===== config.mk =====
export PLATFORM = sky130hd
export DESIGN_NAME = icache_refill
export DESIGN_NICKNAME = d
export VERILOG_FILES = /design/src/rtl/icache_refill.sv
export SDC_FILE = /design/constraint.sdc
export NUM_CORES = 1
export LEC_CHECK = 0
export CORE_MARGIN = 8
export CORE_UTILIZATION = 52
export CTS_CLUSTER_DIAMETER = 40
export DETAILED_ROUTE_END_ITERATION = 6
export PLACE_DENSITY_LB_ADDON = 0.3
export SLEW_MARGIN = 20
export SYNTH_ARGS = -nofsm -noshare
export SYNTH_HDL_FRONTEND = slang
export SYNTH_SLANG_ARGS = --single-unit

===== constraint.sdc =====
create_clock -name clk -period 13.59 [get_ports clk]
set_input_delay 2.718 -clock clk [delete_from_list [all_inputs] [get_ports clk]]
set_output_delay 2.718 -clock clk [all_outputs]
set_load 0.01 [all_outputs]

===== src/rtl/icache_refill.sv =====
// Instruction-cache line refill engine: on a miss, fetches the four words of the
// 16-byte line in order, presents the assembled line for one cycle, then releases the stall.
module icache_refill #(
  parameter int MAX_WAIT = 64
) (
  input  logic         clk,
  input  logic         reset,
  input  logic         fetch_en,
  input  logic [31:0]  address,
  input  logic         hit,
  output logic         mem_req,
  output logic [31:0]  mem_addr,
  input  logic         mem_ready,
  input  logic [31:0]  mem_rdata,
  output logic [127:0] dataline,
  output logic         line_valid,
  output logic         stall,
  output logic         err
);

  localparam int WW = $clog2(MAX_WAIT + 1);

  typedef enum logic [2:0] {IDLE, FETCH, FILL, SETTLE, ERROR} state_t;

  state_t          state_q, state_d;
  logic [27:0]     line_q, line_d;
  logic [1:0]      cnt_q, cnt_d;
  logic [WW-1:0]   wait_q, wait_d;
  logic [3:0][31:0] lbuf_q, lbuf_d;

  logic            mem_req_d, line_valid_d, stall_d, err_d;
  logic [31:0]     mem_addr_d;
  logic [127:0]    dataline_d;

  // Byte offset inside the line is irrelevant: the whole line is always fetched.
  logic unused_addr_lo;
  assign unused_addr_lo = ^address[3:0];

  always_ff @(posedge clk or posedge reset) begin
    if (reset) begin
      state_q    <= IDLE;
      line_q     <= '0;
      cnt_q      <= '0;
      wait_q     <= '0;
      lbuf_q     <= '0;
      mem_req    <= 1'b0;
      mem_addr   <= '0;
      dataline   <= '0;
      line_valid <= 1'b0;
      stall      <= 1'b0;
      err        <= 1'b0;
    end else begin
      state_q    <= state_d;
      line_q     <= line_d;
      cnt_q      <= cnt_d;
      wait_q     <= wait_d;
      lbuf_q     <= lbuf_d;
      mem_req    <= mem_req_d;
      mem_addr   <= mem_addr_d;
      dataline   <= dataline_d;
      line_valid <= line_valid_d;
      stall      <= stall_d;
      err        <= err_d;
    end
  end

  always_comb begin
    state_d = state_q;
    line_d  = line_q;
    cnt_d   = cnt_q;
    wait_d  = wait_q;
    lbuf_d  = lbuf_q;
    case (state_q)
      IDLE: if (fetch_en && !hit) begin
        state_d = FETCH;
        line_d  = address[31:4];
        cnt_d   = '0;
        wait_d  = '0;
      end
      FETCH: begin
        if (mem_ready) begin
          lbuf_d[cnt_q] = mem_rdata;
          cnt_d         = cnt_q + 2'd1;
          wait_d        = '0;
          if (cnt_q == 2'd3) state_d = FILL;
        end else begin
          wait_d = wait_q + 1'b1;
          if (wait_q == WW'(MAX_WAIT - 1)) state_d = ERROR;
        end
      end
      FILL:    state_d = SETTLE;
      SETTLE:  state_d = IDLE;
      default: state_d = ERROR;
    endcase
  end

  // Outputs are decoded from the next state so they come straight out of flops.
  always_comb begin
    mem_req_d    = (state_d == FETCH);
    mem_addr_d   = (state_d == FETCH) ? {line_d, cnt_d, 2'b00} : 32'h0;
    line_valid_d = (state_d == FILL);
    stall_d      = (state_d != IDLE);
    err_d        = (state_d == ERROR);
    dataline_d   = (state_d == FILL) ? lbuf_d : dataline;
  end

endmodule


* Word level (Yosys, flattened, before mapping)
Cells that the tools add are included.
** Operators by class
- Add/sub/neg operators :: 2
- Order comparisons :: 2
- Equality and inequality tests :: 9
- Mux-type cells :: 19
- Reductions and logical operators :: 7
** Operators with widths (number)
- 2-to-1 mux 128 bit :: 2
- bitwise mux 128 bit :: 1
- demux 32 bit (select 2 bit) :: 1
- 2-to-1 mux 32 bit :: 2
- 2-to-1 mux 28 bit :: 2
- 2-to-1 mux 7 bit :: 2
- case mux 7 bit (2 select lines) :: 1
- 2-to-1 mux 3 bit :: 4
- case mux 3 bit (4 select lines) :: 1
- equality test 3 x 2 -> 1 bit (second input constant) :: 3
- adder 7 x 1 -> 7 bit (second input constant) :: 1
- equality test 7 x 6 -> 1 bit (second input constant) :: 1
- equality test 3 x 1 -> 1 bit (second input constant) :: 2
- 2-to-1 mux 2 bit :: 2
- case mux 2 bit (2 select lines) :: 1
- equality test 3 bit (second input constant) :: 1
- zero test 3 bit :: 1
- less-than comparator 2 x 3 -> 1 bit (second input constant) :: 1
- nonzero test 3 bit :: 1
- adder 2 x 1 -> 2 bit (second input constant) :: 1
- equality test 2 bit (second input constant) :: 1
- greater-or-equal comparator 2 x 1 -> 1 bit (second input constant) :: 1
- logical AND 1 bit :: 2
- inequality test 2 bit (second input constant) :: 1
- other kinds (3) :: 3
** Storage, ports and cells
- Register bits after elaboration :: 332
- Input port bits :: 69
- Output and inout port bits :: 164
- Word-level logic and storage cells :: 53

* Logic depth before layout (Yosys ltp)
Gate-level depths: netlist of run 1.
- Depth in word-level cells :: 7
- Depth in mapped cells :: 8
- Mapped depth without buffers :: 5

* Worst setup path before layout of run 1
No wires, ideal clock.
- Path kind :: input-to-reg
- From :: input port fetch_en
- To :: register stall
- Library setup time :: 0.146 ns
- Arrival time :: 3.711 ns
- Required time :: 13.444 ns
- Path slack :: 9.733 ns
- Stages :: 4
- Buffers on the path :: 1
- Cell sequence :: nor2b_1 > and3b_1 > buf_2 > or4b_2
** On the way
- Longest elaborated chain between the ends :: 4
** Ends and longest elaborated chain
- start: declaration :: line 8 : input logic fetch_en,
- logical AND 1 bit :: line 74 : IDLE: if (fetch_en && !hit) begin
- 2-to-1 mux 3 bit :: line 74
- case mux 3 bit (4 select lines) :: line 73 : case (state_q)
- nonzero test 3 bit :: line 102 : stall_d = (state_d != IDLE);
- net stall_d :: line 31 : logic mem_req_d, line_valid_d, stall_d, err_d;
- end signal: assignment :: line 62 : stall <= stall_d;
- end: declaration :: line 17 : output logic stall,
The timed path passes the listed nets, and every way through them passes these cells.
A chain may end at the register's enable or synchronous reset.

* Final worst setup path of run 1
- From :: input port mem_ready
- To :: register dataline[108]
** On the way
- Longest elaborated chain between the ends :: 3
- Elaborated cells on any way between the ends :: 5
- Those cells by class :: eq/ne (1); mux (4)
** Ends and longest elaborated chain
- start: declaration :: line 13 : input logic mem_ready,
- 2-to-1 mux 3 bit :: line 81 : if (mem_ready) begin
- case mux 3 bit (4 select lines) :: line 73
- equality test 3 x 2 -> 1 bit :: line 104 : dataline_d = (state_d == FILL) ? lbuf_d : dataline;
- end signal: assignment :: line 60 : dataline <= dataline_d;
- end: declaration :: line 15 : output logic [127:0] dataline,
Several ways; a longest one is shown, not always the timed one.

==> results of run 1 <==
power breakdown:
part / internal [mW] / switching, mW / leakage, nW / total, mW
logic: 0.747 / 0.621 / 2.74 / 1.37
clock network: 0.689 / 0.385 / 0.653 / 1.07
registers: 1.28 / 0.194 / 3.73 / 1.48
total: 2.72 / 1.20 / 7.12 / 3.92
critical path: stages:
cell	delay (ns)
clkdlybuf4s50_1	0.53
and4bb_4	0.32
nand2_8	0.52
buf_4	0.75
inv_2	0.55
nand2_1	0.20
nand2_1	0.07
how the worst max path moves through the flow:
| stage | slack (ns) | start | to | depth (start not counted) |
|---|---|---|---|---|
| floorplan | 2.64 | reset | cnt_q[0] | 1 |
| global placement | 7.81 | mem_ready | dataline[112] | 7 |
| detailed placement | 7.70 | mem_ready | dataline[125] | 7 |
| CTS | 8.25 | mem_ready | dataline[104] | 7 |
| global route | 8.00 | mem_ready | dataline[98] | 7 |
| finish | 8.26 | mem_ready | dataline[108] | 7 |
per-layer routing:
metal	share of wire (%)	up-vias	routed length (um)	track usage (%)
met1	42	4001	12130	24.75
met5	0	-	0	0
met4	2.3	0	668	6.716
li1	-	3761	-	-
met3	6.5	49	1863	6.314
met2	49	196	14200	34.26
state kept, by name, indices dropped and copies added (netlist names):
signal,cells
err,1
wait_q,7
mem_addr,30
state_q,3
lbuf_q,96
dataline,128
mem_req,1
stall,1
line_valid,1
cnt_q,2
line_q,28
cell usage in the layout (no fill, tap or decap), drive strengths merged:
cell and n:
nor2b 2, or4b 2, a22o 29, xnor2 1
and3b 1, bufinv 6, inv 6, nor2 5
and3 2, nand3 1, mux2 124, nand4 2
and2 1, nand2 202, dfrtp 298, a31o 2
clkinvlp 8, a31oi 2, ha 5, nand2b 1
mux2i 96, o21ai 108, or3b 1, clkinv 6
buf 9, a211oi 1, and4bb 2, clkbuf 49
a21oi 2, o31ai 2, o21a 1, clkdlybuf4s50 226
conb 2
area by class of cell:
class                   count  share of cell area (%)
inverters                   5                  0.1662
well taps                 285                   2.256
repair buffers            235                   14.74
flip-flops and latches    298                   47.18
multi-input cells         597                   26.89
clock buffers              49                   6.934
clock inverters            21                   1.836
synthesized netlist by cell type (5+ instances only):
| cell | instances | area share (%) |
|---|---|---|
| dfrtp_1 | 298 | 62 |
| nand2_1 | 201 | 6.3 |
| mux2_2 | 124 | 12 |
| o21ai_0 | 107 | 4.4 |
| mux2i_1 | 96 | 8.0 |
| a22o_1 | 29 | 2.1 |
| buf_2 | 23 | 0.95 |
| clkbuf_1 | 22 | 0.68 |
| buf_6 | 10 | 0.93 |
| buf_4 | 8 | 0.50 |
| ha_1 | 5 | 0.52 |
cells by family after synthesis:
family	synth area share, %
other	0.03107
and+or+nand+nor	7.484
AOI/OAI and AO/OA	7.235
muxes	19.53
xor gates and xnor gates	0.07257
adders and majority gates	0.5183
buffers and inverters	3.348
DFF	61.78
==> flow_metrics.py, run 1 <==
metrics = {
    "sta": {
        "hold_viol": 0,
        "finClkSkew_ns": 0.01405,
        "slew-limit-headroom_pct": 33.54,
        "setup-tns-final_ns": 0,
        "setup_ws_ns": 8.265,
        "worst_pin_slew_ns": 0.9934,
        "post-route-period-util_pct": 39.18,
        "timing.final.max_slew_violations": 0,
        "finalHoldWorstSlack_ns": 0.4702,
        "rsz0062_at_grt": "false",
        "setup-violations-final": 0,
        "min_period_ns": 5.325,
        "fmax_mhz": 187.8,
    },
    "setup_path": {
        "reg2regPathDepth": 6,
        "regToRegEndpoint": "dataline[108]",
        "criticalPathCategory": "primary input to register",
        "reg2reg_slack_ns": 10.57,
        "crit_path_start_kind": "primary input",
        "rr_startpoint": "state_q[2]",
        "cp.arrival_ns": 5.72,
        "cp-end-kind": "register",
        "critPathRequiredTime_ns": 13.99,
        "cp_max_fo": 142,
    },
    "floorplan": {
        "dieArea_um2": 28340,
        "row_count": 55,
        "fp.dieH_um": 168.4,
        "core_area_um2": 22710,
        "ioPinCount": 233,
        "initial_core_util_pct": 53.15,
        "die_x_um": 168.4,
    },
    "clocking": {
        "clk_latency_ns": 0.52,
        "cts_setup_buffers": 0,
        "numCtsBuffers": 39,
        "root_buffer": "clkbuf_16",
        "cts.path.max_buffers": 3,
        "clk_pin_slew_worst_paths_ns": 0.06,
        "cts_tree": "done",
        "h-tree-depth": 2,
        "cts.repair.resized": 0,
        "cts.sinks": 298,
        "cts_hold_buf": 0,
    },
    "routing": {
        "antenna_left": 0,
        "first_pass_iters": 4,
        "via_count": 8007,
        "drc_errors": 0,
        "wire_per_inst_um": 19.37,
        "viasPerCell": 5.374,
        "drt_iter0_drc": 389,
        "routed_wl_um": 28870,
    },
    "hold_path": {
        "whs_endpoint": "dataline[101]",
        "min_from": "dataline[101]",
        "holdPathStages": 2,
        "hp-class": "register to register",
    },
    "yosys": {
        "ys_seq_area_share_pct": 61.78,
        "ys_seq_elements": 298,
        "synth_ff_type": "dfrtp_1",
        "synth-async-reset-ratio_pct": 100.0,
        "syn_avg_cell_area_um2": 12.50,
        "synth-edff-count": 0,
        "synthCells": 966,
        "netlist_area_um2": 12070,
        "ys_types": 39,
        "yosys_warnings": 0,
    },
    "placed_design": {
        "place_area_um2": 14420,
        "place_inst": 1420,
        "dpl.hpwl_um": 17680,
        "place_ws_ns": 7.696,
        "io_buffer_count": 226,
        "gp_congestion": 0.7389,
    },
    "global_routing": {
        "overflow": 0,
        "grt_max_degree": 143,
        "groute.usage.overall_pct": 20.41,
        "grt_pass1_vias": 8448,
        "grt_antenna_before_repair": 0,
        "grt_first_pass_wirelength_um": 46200,
    },
    "power": {
        "total_power_mw": 3.919,
        "peakVddDrop_uv": 147.2,
        "p_per_area_nw_per_um2": 248.0,
        "p_leak_nw": 7.122,
    },
    "cells_and_area": {
        "instances_no_fill": 1490,
        "fill_cells": 1648,
        "fin_util_pct": 69.60,
        "syn_to_final_growth_pct": 30.95,
        "drive_gt1_share_pct": 18.01,
        "fin_area_um2": 15810,
        "seq_area_um2": 7457,
        "nets": 1250,
        "antennaDiodeCount": 0,
        "multiInputGateArea_um2": 4250,
    },
    "outcome": {
        "status": "finished, final reports clean",
    },
    "job": {
        "cap_violations": 0,
    },
}
Note: power is estimated with default switching activity, not from simulation.
==> run 2: changes to the inputs <==
==> constraint.sdc (replaced) <==
create_clock -name clk -period 5.45 [get_ports clk]
set_input_delay 1.09 -clock clk [delete_from_list [all_inputs] [get_ports clk]]
set_output_delay 1.09 -clock clk [all_outputs]
set_load 0.01 [all_outputs]
==> run 2 against run 1 <==
Against the previous run:
- worst setup slack lost 6.0 ns
- non-clock buffer count is the same
- combinational power grew 150%
- critical path depth shrank 2
- sequential share of layout area is essentially flat
- register-to-register slack lost 7.7 ns
- sequential power grew 150%
- clock power grew 150%
- clock-buffer cell count shrank 1
- hold slack gained 0.00061 ns
- power grew 150%
- via count shrank 2.1%
- critical endpoint is now dataline[13]
==> flow_metrics.py, run 2 (synthesized netlist as in run 1, its figures left out) <==
metrics = {
    "clocking": {
        "numCtsBuffers": 40,
        "cts_setup_buffers": 0,
        "cts_hold_buf": 0,
        "clk_latency_ns": 0.50,
        "cts.sinks": 298,
        "h-tree-depth": 2,
        "cts.path.max_buffers": 3,
        "root_buffer": "clkbuf_16",
        "clk_pin_slew_worst_paths_ns": 0.05,
        "cts.repair.resized": 0,
        "cts_tree": "done",
    },
    "routing": {
        "wl_met1_um": 11840,
        "first_pass_iters": 4,
        "antenna_left": 0,
        "drt_iter0_drc": 477,
        "via_count": 7839,
        "wire_per_inst_um": 18.80,
        "wl_met2_um": 13870,
        "top_layer": "met5",
        "route.met3.wl_um": 1875,
        "routed_wl_um": 28030,
        "viasPerCell": 5.258,
        "drc_errors": 0,
    },
    "power": {
        "p_seq_share_pct": 37.9,
        "p_sw_share_pct": 30.54,
        "p_comb_share_pct": 35.0,
        "p_switching_mw": 2.966,
        "power.internal_mw": 6.744,
        "clkPwrFrac_pct": 27.1,
        "p_leak_nw": 7.132,
        "total_power_mw": 9.710,
        "peakVddDrop_uv": 311.3,
        "p_per_area_nw_per_um2": 614.4,
    },
    "cells_and_area": {
        "final_common_cell": "dfrtp_1",
        "syn_to_final_growth_pct": 30.92,
        "seq_area_um2": 7457,
        "final_cell_mix": "298 x dfrtp_1, 226 x clkdlybuf4s50_1, 198 x nand2_1, 124 x mux2_2, 107 x o21ai_0",
        "fin_area_um2": 15800,
        "fill_cells": 1614,
        "largest_reg_flops": 128,
        "drive_gt1_share_pct": 18.16,
        "largest_register": "dataline",
        "antennaDiodeCount": 0,
        "nets": 1251,
        "multiInputGateArea_um2": 4253,
        "top_regs": "dataline (128), lbuf_q (96), mem_addr (30)",
    },
    "setup_path": {
        "critPathRequiredTime_ns": 5.78,
        "crit_path_start_kind": "primary input",
        "cp.arrival_ns": 3.50,
        "criticalPathCategory": "primary input to register",
        "cp_max_fo": 125,
        "cp-end-kind": "register",
    },
    "placed_design": {
        "dpl.hpwl_um": 17470,
        "gp_congestion": 0.7509,
        "place_ws_ns": 1.729,
        "io_buffer_count": 226,
        "place_area_um2": 14430,
    },
    "global_routing": {
        "overflow": 0,
        "groute.usage.overall_pct": 20.14,
        "grt_pass1_vias": 8371,
        "grt_first_pass_wirelength_um": 45970,
        "grt_max_degree": 163,
        "grt_antenna_before_repair": 1,
    },
    "sta": {
        "worst_pin_slew_ns": 1.012,
        "fmax_mhz": 315.6,
        "setup_ws_ns": 2.281,
        "slew-limit-headroom_pct": 32.31,
        "hold_viol": 0,
        "finClkSkew_ns": 0.01012,
        "timing.final.max_slew_violations": 0,
        "rsz0062_at_grt": "false",
        "post-route-period-util_pct": 58.14,
        "setup-tns-final_ns": 0,
        "finalHoldWorstSlack_ns": 0.4708,
        "setup-violations-final": 0,
        "min_period_ns": 3.169,
    },
    "floorplan": {
        "core_area_um2": 22710,
        "fp.dieH_um": 168.4,
        "dieArea_um2": 28340,
        "ioPinCount": 233,
        "initial_core_util_pct": 53.15,
        "die_x_um": 168.4,
        "row_count": 55,
    },
    "hold_path": {
        "hp-class": "register to register",
    },
    "job": {
        "cap_violations": 0,
    },
    "outcome": {
        "status": "finished, final reports clean",
    },
}
-- run 2: cell types whose count changed in the layout (fill, tap and decap cells not counted) --
cell        previous run  this run
and3b_2                1         0
and3b_4                0         1
buf_12                 0         1
buf_4                  9         8
bufinv_16              6         5
clkbuf_1               4         3
clkinv_2               3         7
clkinv_4               3         2
clkinvlp_4             8         5
inv_6                  1         4
-- run 2: worst paths after layout --
kind | endpoint | cells past startpoint | slack, ns | startpoint
max reg2reg | dataline[13] | 4 | 2.89 | state_q[2]
max in group asynchronous | dataline[8] | 3 | 3.38 | reset
min | dataline[99] | 2 | 0.47 | dataline[99]
min in group asynchronous | mem_addr[6] | 2 | 0.90 | reset
max | dataline[13] | 5 | 2.28 | mem_ready
min reg2reg | dataline[99] | 2 | 0.47 | dataline[99]
-- run 2: routing by layer --
metal  vias up  global-route usage (%)
li1       3757                       -
met4         2                   4.891
met2       165                   33.99
met5         -                       0
met1      3881                   24.96
met3        34                   6.174
-- run 2: final cells by class --
| type | instances | share of cell area (%) |
|---|---|---|
| clock buffer | 48 | 6.912 |
| tap | 285 | 2.257 |
| timing repair buffer | 235 | 14.82 |
| sequential | 298 | 47.19 |
| inverter | 5 | 0.1425 |
| clock inverter | 23 | 1.766 |
| multi-input combinational | 597 | 26.91 |
-- run 2: through the flow --
step	cells	util, %
after floorplan	967	-
after global placement	1420	63.54
after detailed placement	1420	63.54
after CTS	1491	69.58
after global routing	1491	69.59
final	1491	69.59
-- run 2: power groups by stage --
stage	registers [mW]	clock network [mW]	logic [mW]
after floorplan	3.87	0	1.70
after global placement	3.65	0	3.35
after detailed placement	3.71	0	3.43
after CTS	3.68	2.69	3.46
after global routing	3.80	2.80	3.71
final	3.68	2.63	3.40
-- run 2: critical path: stages --
cell	delay, ns
clkdlybuf4s50_1	0.49
and4bb_4	0.30
nand2_8	0.45
buf_4	0.82
o21ai_0	0.24
==> run 3: changes to the inputs <==
==> constraint.sdc (replaced) <==
create_clock -name clk -period 3.2 [get_ports clk]
set_input_delay 0.64 -clock clk [delete_from_list [all_inputs] [get_ports clk]]
set_output_delay 0.64 -clock clk [all_outputs]
set_load 0.01 [all_outputs]
==> run 3 against run 2 <==
Against the previous run:
- cell count increased by 0.80%
- register-to-register slack got worse by 1.7 ns
- first-iteration DRC count increased by 9.0%
- clock-buffer cell count increased by 6
- worst setup slack got worse by 1.2 ns
- clock power increased by 78%
- sequential share of layout area decreased by 0.63 points
- non-clock buffer count increased by 7
- via count increased by 2.6%
- design area increased by 1.4%
- combinational power increased by 72%
- utilization increased by 0.95 points
- critical path type unchanged
- critical endpoint is now lbuf_q[3]
- highest routed layer unchanged
==> flow_metrics.py, run 3 (synthesized netlist as in run 1, its figures left out) <==
metrics = {
    "power": {
        "peakVddDrop_uv": 590.4,
        "p_leak_nw": 7.231,
        "p_per_area_nw_per_um2": 1050,
    },
    "setup_path": {
        "cp-end-kind": "register",
        "criticalPathCategory": "primary input to register",
        "path_delay_family": "buffers and inverters",
        "crit_slowest_cell": "clkdlybuf4s50_1",
        "reg2regPathDepth": 4,
        "path_buf_inv": 2,
        "cp_cell_sequence": "clkdlybuf4s50_1 -> and4bb_4 -> nand2_2 -> buf_12 -> mux2_2",
        "cp.arrival_ns": 2.54,
        "critPathRequiredTime_ns": 3.60,
        "crit_path_start_kind": "primary input",
        "cp_max_fo": 17,
        "cpPeakStageDelay_ns": 0.56,
        "startpoint": "mem_ready",
        "regToRegEndpoint": "lbuf_q[3]",
        "reg2reg_slack_ns": 1.23,
        "rr_startpoint": "state_q[2]",
    },
    "clocking": {
        "cts.path.max_buffers": 3,
        "cts.sinks": 298,
        "cts_tree": "done",
        "cts_hold_buf": 0,
        "clk_latency_ns": 0.52,
        "cts_setup_buffers": 0,
        "h-tree-depth": 2,
        "numCtsBuffers": 41,
        "clk_pin_slew_worst_paths_ns": 0.05,
        "cts.repair.resized": 0,
        "root_buffer": "clkbuf_16",
    },
    "global_routing": {
        "grt_max_degree": 136,
        "grt_first_pass_wirelength_um": 46370,
        "overflow": 0,
        "groute.usage.overall_pct": 20.31,
        "grt_pass1_vias": 8657,
        "grt_antenna_before_repair": 1,
    },
    "cells_and_area": {
        "top_regs": "dataline (128), lbuf_q (96), mem_addr (30)",
        "nets": 1259,
        "antennaDiodeCount": 0,
        "final_common_cell": "dfrtp_1",
        "drive_gt1_share_pct": 18.72,
        "fin_area_um2": 16020,
        "instances_no_fill": 1503,
        "largest_reg_flops": 128,
        "syn_to_final_growth_pct": 32.70,
        "final_cell_mix": "298 x dfrtp_1, 226 x clkdlybuf4s50_1, 198 x nand2_1, 124 x mux2_2, 107 x o21ai_0",
        "largest_register": "dataline",
        "fill_cells": 1598,
        "fin_util_pct": 70.53,
    },
    "placed_design": {
        "place_area_um2": 14570,
        "gp_congestion": 0.7304,
        "place_inst": 1427,
        "io_buffer_count": 226,
        "dpl.hpwl_um": 18380,
        "place_ws_ns": 0.5171,
    },
    "floorplan": {
        "initial_core_util_pct": 53.15,
        "row_count": 55,
        "die_x_um": 168.4,
        "ioPinCount": 233,
        "fp.dieH_um": 168.4,
        "dieArea_um2": 28340,
        "core_area_um2": 22710,
    },
    "sta": {
        "setup-tns-final_ns": 0,
        "fmax_mhz": 467.8,
        "finClkSkew_ns": 0.02044,
        "setup-violations-final": 0,
        "post-route-period-util_pct": 66.80,
        "rsz0062_at_grt": "false",
        "timing.final.max_slew_violations": 0,
        "hold_viol": 0,
        "worst_pin_slew_ns": 0.7485,
        "min_period_ns": 2.138,
        "slew-limit-headroom_pct": 50.10,
        "setup_ws_ns": 1.062,
    },
    "routing": {
        "first_pass_iters": 4,
        "drt_iter0_drc": 520,
        "antenna_left": 0,
        "via_count": 8044,
        "wire_per_inst_um": 19.06,
        "routed_wl_um": 28640,
        "viasPerCell": 5.352,
        "drc_errors": 0,
    },
    "hold_path": {
        "hp-class": "primary input to asynchronous set/reset pin",
    },
    "outcome": {
        "status": "finished, final reports clean",
    },
    "job": {
        "cap_violations": 0,
    },
}
[run 3: changes by cell type in the layout (fill, tap and decap cells not counted), sizes merged]
cell	delta
clkbuf	+6
inv	+1
buf	+7
clkinvlp	+1
clkinv	-3
[run 3: per-stage QoR]
| stage | power, mW | hold WS (ns) |
|---|---|---|
| floorplan | 9.482 | 0.4429 |
| global placement | 11.99 | 0.4582 |
| detailed placement | 12.25 | 0.4631 |
| CTS | 17.02 | 0.3621 |
| global route | 17.79 | 0.3850 |
| finish | 16.81 | 0.3822 |
[run 3: layout make-up]
class / count / area, um^2 / area share [%]
clock inverter: 22 / 281.5 / 1.758
inverter: 5 / 22.52 / 0.1406
tap: 285 / 356.6 / 2.226
sequential: 298 / 7457 / 46.56
clock buffer: 54 / 1167 / 7.288
multi-input combinational: 597 / 4250 / 26.53
timing repair buffer: 242 / 2482 / 15.50
[run 3: worst max-delay path by stage]
stage | end | slack, ns | cells after the start
floorplan | cnt_q[0] | -1.40 | 1
global placement | lbuf_q[2] | 0.56 | 5
detailed placement | lbuf_q[3] | 0.52 | 5
CTS | lbuf_q[3] | 1.06 | 5
global route | dataline[11] | 0.99 | 5
finish | lbuf_q[3] | 1.06 | 5
[run 3: metal layers]
metal	up-vias	GRT usage [%]	share of wire, %
li1	3769	-	-
met1	4032	24.31	41
met2	187	35.21	50
met3	54	5.589	6.5
met4	2	6.172	2.1
met5	-	0	0.045
[run 3: power by group]
| part | leakage (nW) | total [mW] | switching [mW] | internal, mW |
|---|---|---|---|---|
| logic | 2.81 | 5.85 | 2.62 | 3.22 |
| clock network | 0.696 | 4.68 | 1.68 | 3.00 |
| registers | 3.73 | 6.28 | 0.829 | 5.45 |
| total | 7.23 | 16.8 | 5.13 | 11.7 |
